===== config.mk =====
export PLATFORM = sky130hd
export DESIGN_NAME = chroma_downsample
export DESIGN_NICKNAME = d
export VERILOG_FILES = /design/src/rtl/chroma_downsample.sv
export SDC_FILE = /design/constraint.sdc
export NUM_CORES = 1
export LEC_CHECK = 0
export ABC_AREA = 1
export BUFFER_PORTS_ARGS = -buffer_cell sky130_fd_sc_hd__buf_4
export CAP_MARGIN = 5
export CORE_MARGIN = 4
export CORE_UTILIZATION = 50
export DETAILED_ROUTE_END_ITERATION = 10
export GPL_ROUTABILITY_DRIVEN = 0
export GPL_TIMING_DRIVEN = 1
export HOLD_SLACK_MARGIN = 0.15
export PLACE_DENSITY_LB_ADDON = 0.3
export SLEW_MARGIN = 20
export SYNTH_ARGS = -nofsm -noshare
export SYNTH_HDL_FRONTEND = slang
export SYNTH_SLANG_ARGS = --single-unit

===== constraint.sdc =====
create_clock -name CLOCK_50_I -period 10.3 [get_ports CLOCK_50_I]
set_input_delay 0.515 -clock CLOCK_50_I [delete_from_list [all_inputs] [get_ports CLOCK_50_I]]
set_output_delay 0.515 -clock CLOCK_50_I [all_outputs]
set_load 0.03 [all_outputs]

===== src/rtl/chroma_downsample.sv =====
// 4:4:4 -> 4:2:2 chroma decimator: 11-tap halfband filter, one shared multiplier, three MAC cycles per output.
// First word valid 4 cycles after x[7]; EMIT holds all state until write_ready, in_ready is low outside IDLE/FILL.
module chroma_downsample #(
  parameter int WIDTH = 320
) (
  input  logic        CLOCK_50_I,
  input  logic        reset,
  input  logic        line_start,
  input  logic        in_valid,
  input  logic [7:0]  sample_in,
  output logic        in_ready,
  output logic        write_valid,
  output logic [15:0] write_data,
  input  logic        write_ready,
  output logic [15:0] word_count,
  output logic        line_done
);

  typedef enum logic [2:0] {IDLE, FILL, MAC1, MAC2, MAC3, FLUSH, EMIT} state_t;

  localparam logic [15:0] LAST_IN  = 16'(WIDTH - 1);
  localparam logic [15:0] LAST_POS = 16'(WIDTH + 3);

  state_t             state, state_nxt;
  logic [10:0][7:0]   t;
  logic [15:0]        n;      // index of the sample held in t[0], virtual past the line end
  logic signed [31:0] acc;
  logic [7:0]         hi_byte;

  logic [8:0]         tap_sum;
  logic [7:0]         coef;
  logic [16:0]        prod;
  logic signed [31:0] prod_s;
  logic signed [31:0] acc_fin;
  logic signed [31:0] acc_shr;
  logic [7:0]         res;
  logic               k_odd;
  logic               flushing;

  // n = 2k+5, so k is odd exactly when n mod 4 == 3
  assign k_odd    = n[1];
  assign flushing = (n >= LAST_IN);

  always_comb begin
    tap_sum = 9'(t[0]) + 9'(t[10]);
    coef    = 8'd21;
    case (state)
      MAC2: begin
        tap_sum = 9'(t[2]) + 9'(t[8]);
        coef    = 8'd52;
      end
      MAC3: begin
        tap_sum = 9'(t[4]) + 9'(t[6]);
        coef    = 8'd159;
      end
      default: ;
    endcase
    prod    = 17'(tap_sum) * 17'(coef);
    prod_s  = $signed({15'b0, prod});
    acc_fin = acc + prod_s;
    acc_shr = acc_fin >>> 9;
    if (acc_shr < 0)
      res = 8'd0;
    else if (acc_shr > 32'sd255)
      res = 8'hFF;
    else
      res = acc_shr[7:0];
  end

  always_comb begin
    state_nxt   = state;
    in_ready    = 1'b0;
    write_valid = 1'b0;
    case (state)
      IDLE: begin
        in_ready = 1'b1;
        if (in_valid && line_start) state_nxt = FILL;
      end
      FILL: begin
        in_ready = 1'b1;
        if (in_valid && !n[0] && n >= 16'd4) state_nxt = MAC1;
      end
      MAC1: state_nxt = MAC2;
      MAC2: state_nxt = MAC3;
      MAC3: begin
        if (k_odd)         state_nxt = EMIT;
        else if (flushing) state_nxt = FLUSH;
        else               state_nxt = FILL;
      end
      FLUSH: begin
        if (!n[0]) state_nxt = MAC1;
      end
      EMIT: begin
        write_valid = 1'b1;
        if (write_ready) begin
          if (n == LAST_POS)  state_nxt = IDLE;
          else if (flushing)  state_nxt = FLUSH;
          else                state_nxt = FILL;
        end
      end
      default: state_nxt = IDLE;
    endcase
  end

  always_ff @(posedge CLOCK_50_I) begin
    if (reset) state <= IDLE;
    else       state <= state_nxt;
  end

  always_ff @(posedge CLOCK_50_I) begin
    if (reset) begin
      t          <= '0;
      n          <= '0;
      acc        <= '0;
      hi_byte    <= '0;
      write_data <= '0;
      word_count <= '0;
      line_done  <= 1'b0;
    end else begin
      line_done <= 1'b0;
      case (state)
        IDLE: begin
          if (in_valid && line_start) begin
            t <= {11{sample_in}};
            n <= '0;
          end
        end
        FILL: begin
          if (in_valid) begin
            t <= {t[9:0], sample_in};
            n <= n + 16'd1;
          end
        end
        FLUSH: begin
          t <= {t[9:0], t[0]};
          n <= n + 16'd1;
        end
        MAC1: acc <= 32'sd256 + $signed({16'b0, t[5], 8'b0}) + prod_s;
        MAC2: acc <= acc - prod_s;
        MAC3: begin
          if (k_odd) write_data <= {hi_byte, res};
          else       hi_byte    <= res;
        end
        EMIT: begin
          if (write_ready) begin
            word_count <= word_count + 16'd1;
            if (n == LAST_POS) line_done <= 1'b1;
          end
        end
        default: ;
      endcase
    end
  end

endmodule


After elaboration in Yosys (flattened, before gate mapping)
Cells that the tools add are included.
W data, S select, Z words.
- output and inout bits: 35
- bits in registers: 180
- input bits: 13
- logic and storage cells: 86
- $lt $le $gt $ge: 4
- muxes and demuxes: 22
- bitwise gates (word level): 4
- equal/unequal tests: 12
- reduce and logical (&&, ||, !) cells: 16
- $add $sub $neg: 9
- multiply operators: 1
- operator list (cell ; count):
    $pmux W88 S3 ; 1
    $mux W88 ; 2
    $pmux W32 S2 ; 1
    $pmux W16 S3 ; 1
    $add A16 B1 Y16 const B ; 2
    $add A32 B18 Y32 ; 1
    $mux W16 ; 2
    $sub A32 B18 Y32 ; 1
    $add A8 B8 Y9 ; 3
    $gt A23 B9 Y1 const B ; 1
    $lt A23 B1 Y1 const B ; 1
    $mux W3 ; 7
    $pmux W3 S7 ; 1
    $add A17 B17 Y18 ; 1
    $pmux W9 S2 ; 1
    $add A9 B16 Y17 const A ; 1
    $mul A9 B8 Y17 ; 1
    $eq A16 B9 Y1 const B ; 1
    $ge A16 B3 Y1 const B ; 1
    $ge A16 B9 Y1 const B ; 1
    $mux W8 ; 2
    $pmux W8 S2 ; 1
    $ne A2 B2 Y1 const B ; 5
    $eq A3 B3 Y1 const B ; 3
    other kinds (14) ; 26

Logic depth before layout (Yosys ltp)
- depth after elaboration: 7
- mapped depth: 49
- mapped depth without buffers: 49

Worst setup path after synthesis
Ideal clock, no wire load.
- path type: reg-to-reg
- start point: register t[32] (netlist name)
- end point: register write_data[0]
- required time: 10.172 ns
- period minus slack after synthesis: 7.235 ns
- slack: 3.065 ns
- arrival time: 7.107 ns
- stages on the path, launching flop included: 47
- path through: dfxtp_1 -> ha_1 -> inv_1 -> fa_1 -> nor2_1 -> o21ai_1 -> nand2_1 -> and2_1 -> or2_1 -> nand2_1 -> nand2_1 -> nand2_1 -> nand2_1 -> a21oi_1 -> nor2_1 -> nor2_1 -> fa_1 -> inv_1 -> [11 not listed] -> o21bai_1 -> a21oi_1 -> o21bai_1 -> xor2_1 -> ha_1 -> buf_2 -> a21oi_1 -> o21ai_1 -> nand2_1 -> or2_1 -> nand3_1 -> nand2_1 -> nor2_1 -> nand2_1 -> nor2_4 -> nand3_1 -> nand2_1 -> a21oi_1
- cells in the longest elaborated chain, start to end: 7
- elaborated cells between the ends (all ways): 8
- ends and longest elaborated chain (element ; RTL line ; text):
    start, declared ; 25 ; logic [10:0][7:0] t;
    start signal, assigned ; 124 ; t <= {11{sample_in}};
    start signal, assigned ; 130 ; t <= {t[9:0], sample_in};
    start signal, assigned ; 135 ; t <= {t[9:0], t[0]};
    $add A8 B8 Y9 * ; 53 ; tap_sum = 9'(t[4]) + 9'(t[6]);
    $pmux W9 S2 * ; 47 ; case (state)
    $mul A9 B8 Y17 * ; 58 ; prod = 17'(tap_sum) * 17'(coef);
    $add A32 B18 Y32 * ; 60 ; acc_fin = acc + prod_s;
    $gt A23 B9 Y1 ; 64 ; else if (acc_shr > 32'sd255)
    $mux W8 ; 64 ;
    $mux W8 * ; 62 ; if (acc_shr < 0)
    end signal, assigned ; 141 ; if (k_odd) write_data <= {hi_byte, res};
    end, declared ; 13 ; output logic [15:0] write_data,
Mark *: on every way between the ends. The rest lies on a longest branch, timed or not.
A chain may end at the register's enable or synchronous reset.

Worst setup path in the final report
- start point: register t[34] (netlist name)
- end point: register write_data[7]
The elaborated chain is that of the path after synthesis.

==> metrics.md <==
| Metric | Value |
|---|---|
| Status | complete, no violations |
| Asr flop ratio synth | 0% |
| Sw Share | 52.82% |
| IO Count | 48 |
| Area Overhead vs Synth | 8.799% |
| Largest net degree at the start of global routing | 97 |
| Wire per inst | 14.96 microns |
| Worst setup EP type | flip-flop |
| Post-Syn Area | 0.01374 sq mm |
| Crit. Startpoint | t[34]$_SDFFE_PP0P_ |
| Clock slew at reported path FFs | 0.07 ns |
| Worst rel slew slack | 34.54% |
| Critical Path Fanout Max | 8 |
| FF-to-FF Start | t[34]$_SDFFE_PP0P_ |
| Combinational power share | 66.3% |
| CTS tree | built |
| Worst Path Buf+Inv | 3 |
| Crit path required time | 10.59 ns |
| Clock buffer depth | 2 |
| Hold_buf cts | 0 |
| Core ar. | 0.02703 sq mm |
| Setup TNS | 0 ns |
| Post-CTS Setup Inserts | 0 |
| FF+latch count, synth | 180 |
| Post-DP HPWL | 26920 microns |
| Critical Path AT | 8.82 ns |
| RSZ-0062 raised after global routing | no |
| Flop pwr share | 18.1% |
| Multi-input logic area | 0.008468 sq mm |
| Worst stage delay on the critical path | 0.69 ns |
| Maximum vdd drop | 0.0002562 V |
| CP startpoint kind | flip-flop |
| Die span in x | 173.7 microns |
| Crit path kind | flip-flop to flip-flop |
| Syn avg cell area | 6.717 sq um |
| Vias in the first global route | 12492 |
| R2R depth | 39 |
| GRT Util Overall | 23.60% |
| Sw Pwr | 2.522 mW |
| Syn. warnings | 0 |
| CTS Root Cell | clkbuf_16 |
| Initial DRC count | 971 |
| DRC errors left | 0 |
| Fin Clk Skew | 0.01464 ns |
| Top_reg_cell synth | dfxtp_1 |
| Worst-Margin Slew | 0.9783 ns |
| Final hold viol count | 0 |
| CTS HTree Levels | 4 |
| Clock network power share | 15.6% |
| Internal power | 2.254 mW |
| Port buffer count | 47 |
| Clk_lat worst skew | 0.45 ns |
| Yosys cell types | 55 |
| Antenna viol nets, final | 0 |
| Count of final setup violators | 0 |
| Most frequent cells in the layout | 352 x inv_1, 352 x nand2_1, 233 x o21ai_0, 197 x a21oi_1, 180 x dfxtp_1 |
| CP delay by family, top | adder cells |
| Sink Count | 180 |
| Num CTS Buffers | 17 |
| Final Util | 55.30% |
| Global-route wire length before repair | 60060 microns |
| Slew Viols, Final | 0 |
| Most used cell along the critical path | nand2_1 |
| Cells after synthesis | 2045 |
| CP max-delay cell | nor3_1 |
| CTS resizes | 0 |
| MaxCap Viol Count | 0 |
| Hold Slack | 0.3512 ns |
| Initial core utilization | 50.82% |
| Initial antenna violation count | 0 |
| Layout cell share with drive strength beyond 1 | 7.025% |
| Power Density | 319.6 mW/mm^2 |
| Worst r2r dst | write_data[7]$_SDFFE_PP0P_ |
| Fin crit period | 8.534 ns |
| WL final | 35980 microns |
| Register area | 0.003603 sq mm |
| Vias per inst | 5.486 |
| Cell row count | 60 |
| Final period utilization | 82.85% |
| Die Ht | 173.7 microns |
| Crit path depth | 39 |
| Min-Delay Path Class | input pin to flip-flop |
| Vias post-DR | 13195 |
| Static leakage | 7.227 nW |
| Die area | 0.03019 sq mm |
| Synth Net Count | 2218 |
| Max frequency | 117.2 MHz |
| Antenna cells | 0 |
| Nets | 2224 |
| R2r setup slk | 1.77 ns |
| Gr ovfl total | 0 |
| Number of synthesized flops with an enable pin | 0 |
| Fillcell total | 2586 |
| Sequential share of the synthesized area | 26.23% |
| DR pass1 iterations | 8 |
| Critical Path End | write_data[7]$_SDFFE_PP0P_ |
## worst min path at each step
stage	from	end	slack [ns]	cells past startpoint
2_1_floorplan	t[24]$_SDFFE_PP0P_	t[24]$_SDFFE_PP0P_	0.42	2
3_3_place_gp	t[8]$_SDFFE_PP0P_	t[8]$_SDFFE_PP0P_	0.43	2
3_5_place_dp	t[57]$_SDFFE_PP0P_	t[57]$_SDFFE_PP0P_	0.44	2
4_1_cts	write_ready	state[1]$_SDFFE_PP0P_	0.33	4
5_1_grt	write_ready	state[1]$_SDFFE_PP0P_	0.36	4
6_report	write_ready	state[1]$_SDFFE_PP0P_	0.35	4
## through the flow
stage	power (mW)	cell area, sq um	instances	worst slack [ns]
after floorplan	3.242	13740	2045	3.065
after global placement	3.916	14280	2373	1.985
final	4.776	14940	2405	1.766
after detailed placement	3.979	14280	2373	1.880
after global routing	5.303	14940	2405	1.179
after CTS	4.752	14940	2405	1.878
## routing by layer
metal | part of all wire (%) | global-route usage (%)
met5 | 0 | 0
met4 | 2.8 | 8.215
met3 | 5.1 | 3.860
met2 | 48 | 40.19
met1 | 45 | 30.39
## power by group through the flow
stage	logic, mW	clock network, mW	registers (mW)
after floorplan	2.39	0	0.854
after global placement	3.04	0	0.876
after detailed placement	3.10	0	0.878
after CTS	3.13	0.758	0.864
after global routing	3.65	0.778	0.875
final	3.16	0.747	0.865
## worst reg2reg max path, delay by kind of cell (launching register included)
kind | cells | cell delay [ns]
compound gates | 10 | 1.84
buf+inv | 3 | 0.17
xor+xnor | 1 | 0.15
flops | 1 | 0.32
fa+ha+maj | 7 | 3.11
simple gates | 18 | 2.77
## area by class of cell
class,count,area share (%)
clock buffer,18,2.939
clock inverter,14,1.499
inverter,368,9.268
multi-input combinational,1431,56.66
sequential,180,24.11
tap,341,2.855
timing repair buffer,53,2.662
## cells in the mapped netlist (4+ instances only)
library cell	n	area, sq um
o21bai_1	8	60.06
inv_2	13	48.80
nand3_2	4	40.04
o21ai_0	233	1166
a211oi_1	12	90.09
nand2_2	6	37.54
buf_4	6	45.04
a21oi_1	197	986.0
fa_1	39	780.8
nand3b_1	4	30.03
nor4_1	9	56.30
or2_2	12	75.07
nor3_2	5	50.05
xor2_1	25	219.0
clkbuf_1	47	176.4
nand2_1	352	1321
nor2_1	164	615.6
dfxtp_1	180	3603
o211ai_1	5	37.54
o21ai_1	24	120.1
buf_2	12	60.06
nor3_1	31	155.2
nor2_4	6	67.56
inv_1	352	1321
nor2_2	4	25.02
nand4_1	17	106.4
nand3_1	91	455.4
a31oi_1	25	156.4
ha_1	121	1514
## cell families after synthesis
logic type                 count (synthesis)  synth area share, %
adders and majority gates                160                16.71
xor gates and xnor gates                  27                1.722
buffers and inverters                    434                12.15
and+or+nand+nor                          719                22.87
AOI/OAI and AO/OA                        525                20.31
DFF                                      180                26.23
## state kept, by name (all words and copies together) (netlist names)
register	flops
line_done	1
t	88
n	16
word_count	16
acc	32
hi_byte	8
write_data	16
state	3
No activity file was read; power rests on OpenSTA's default activity.
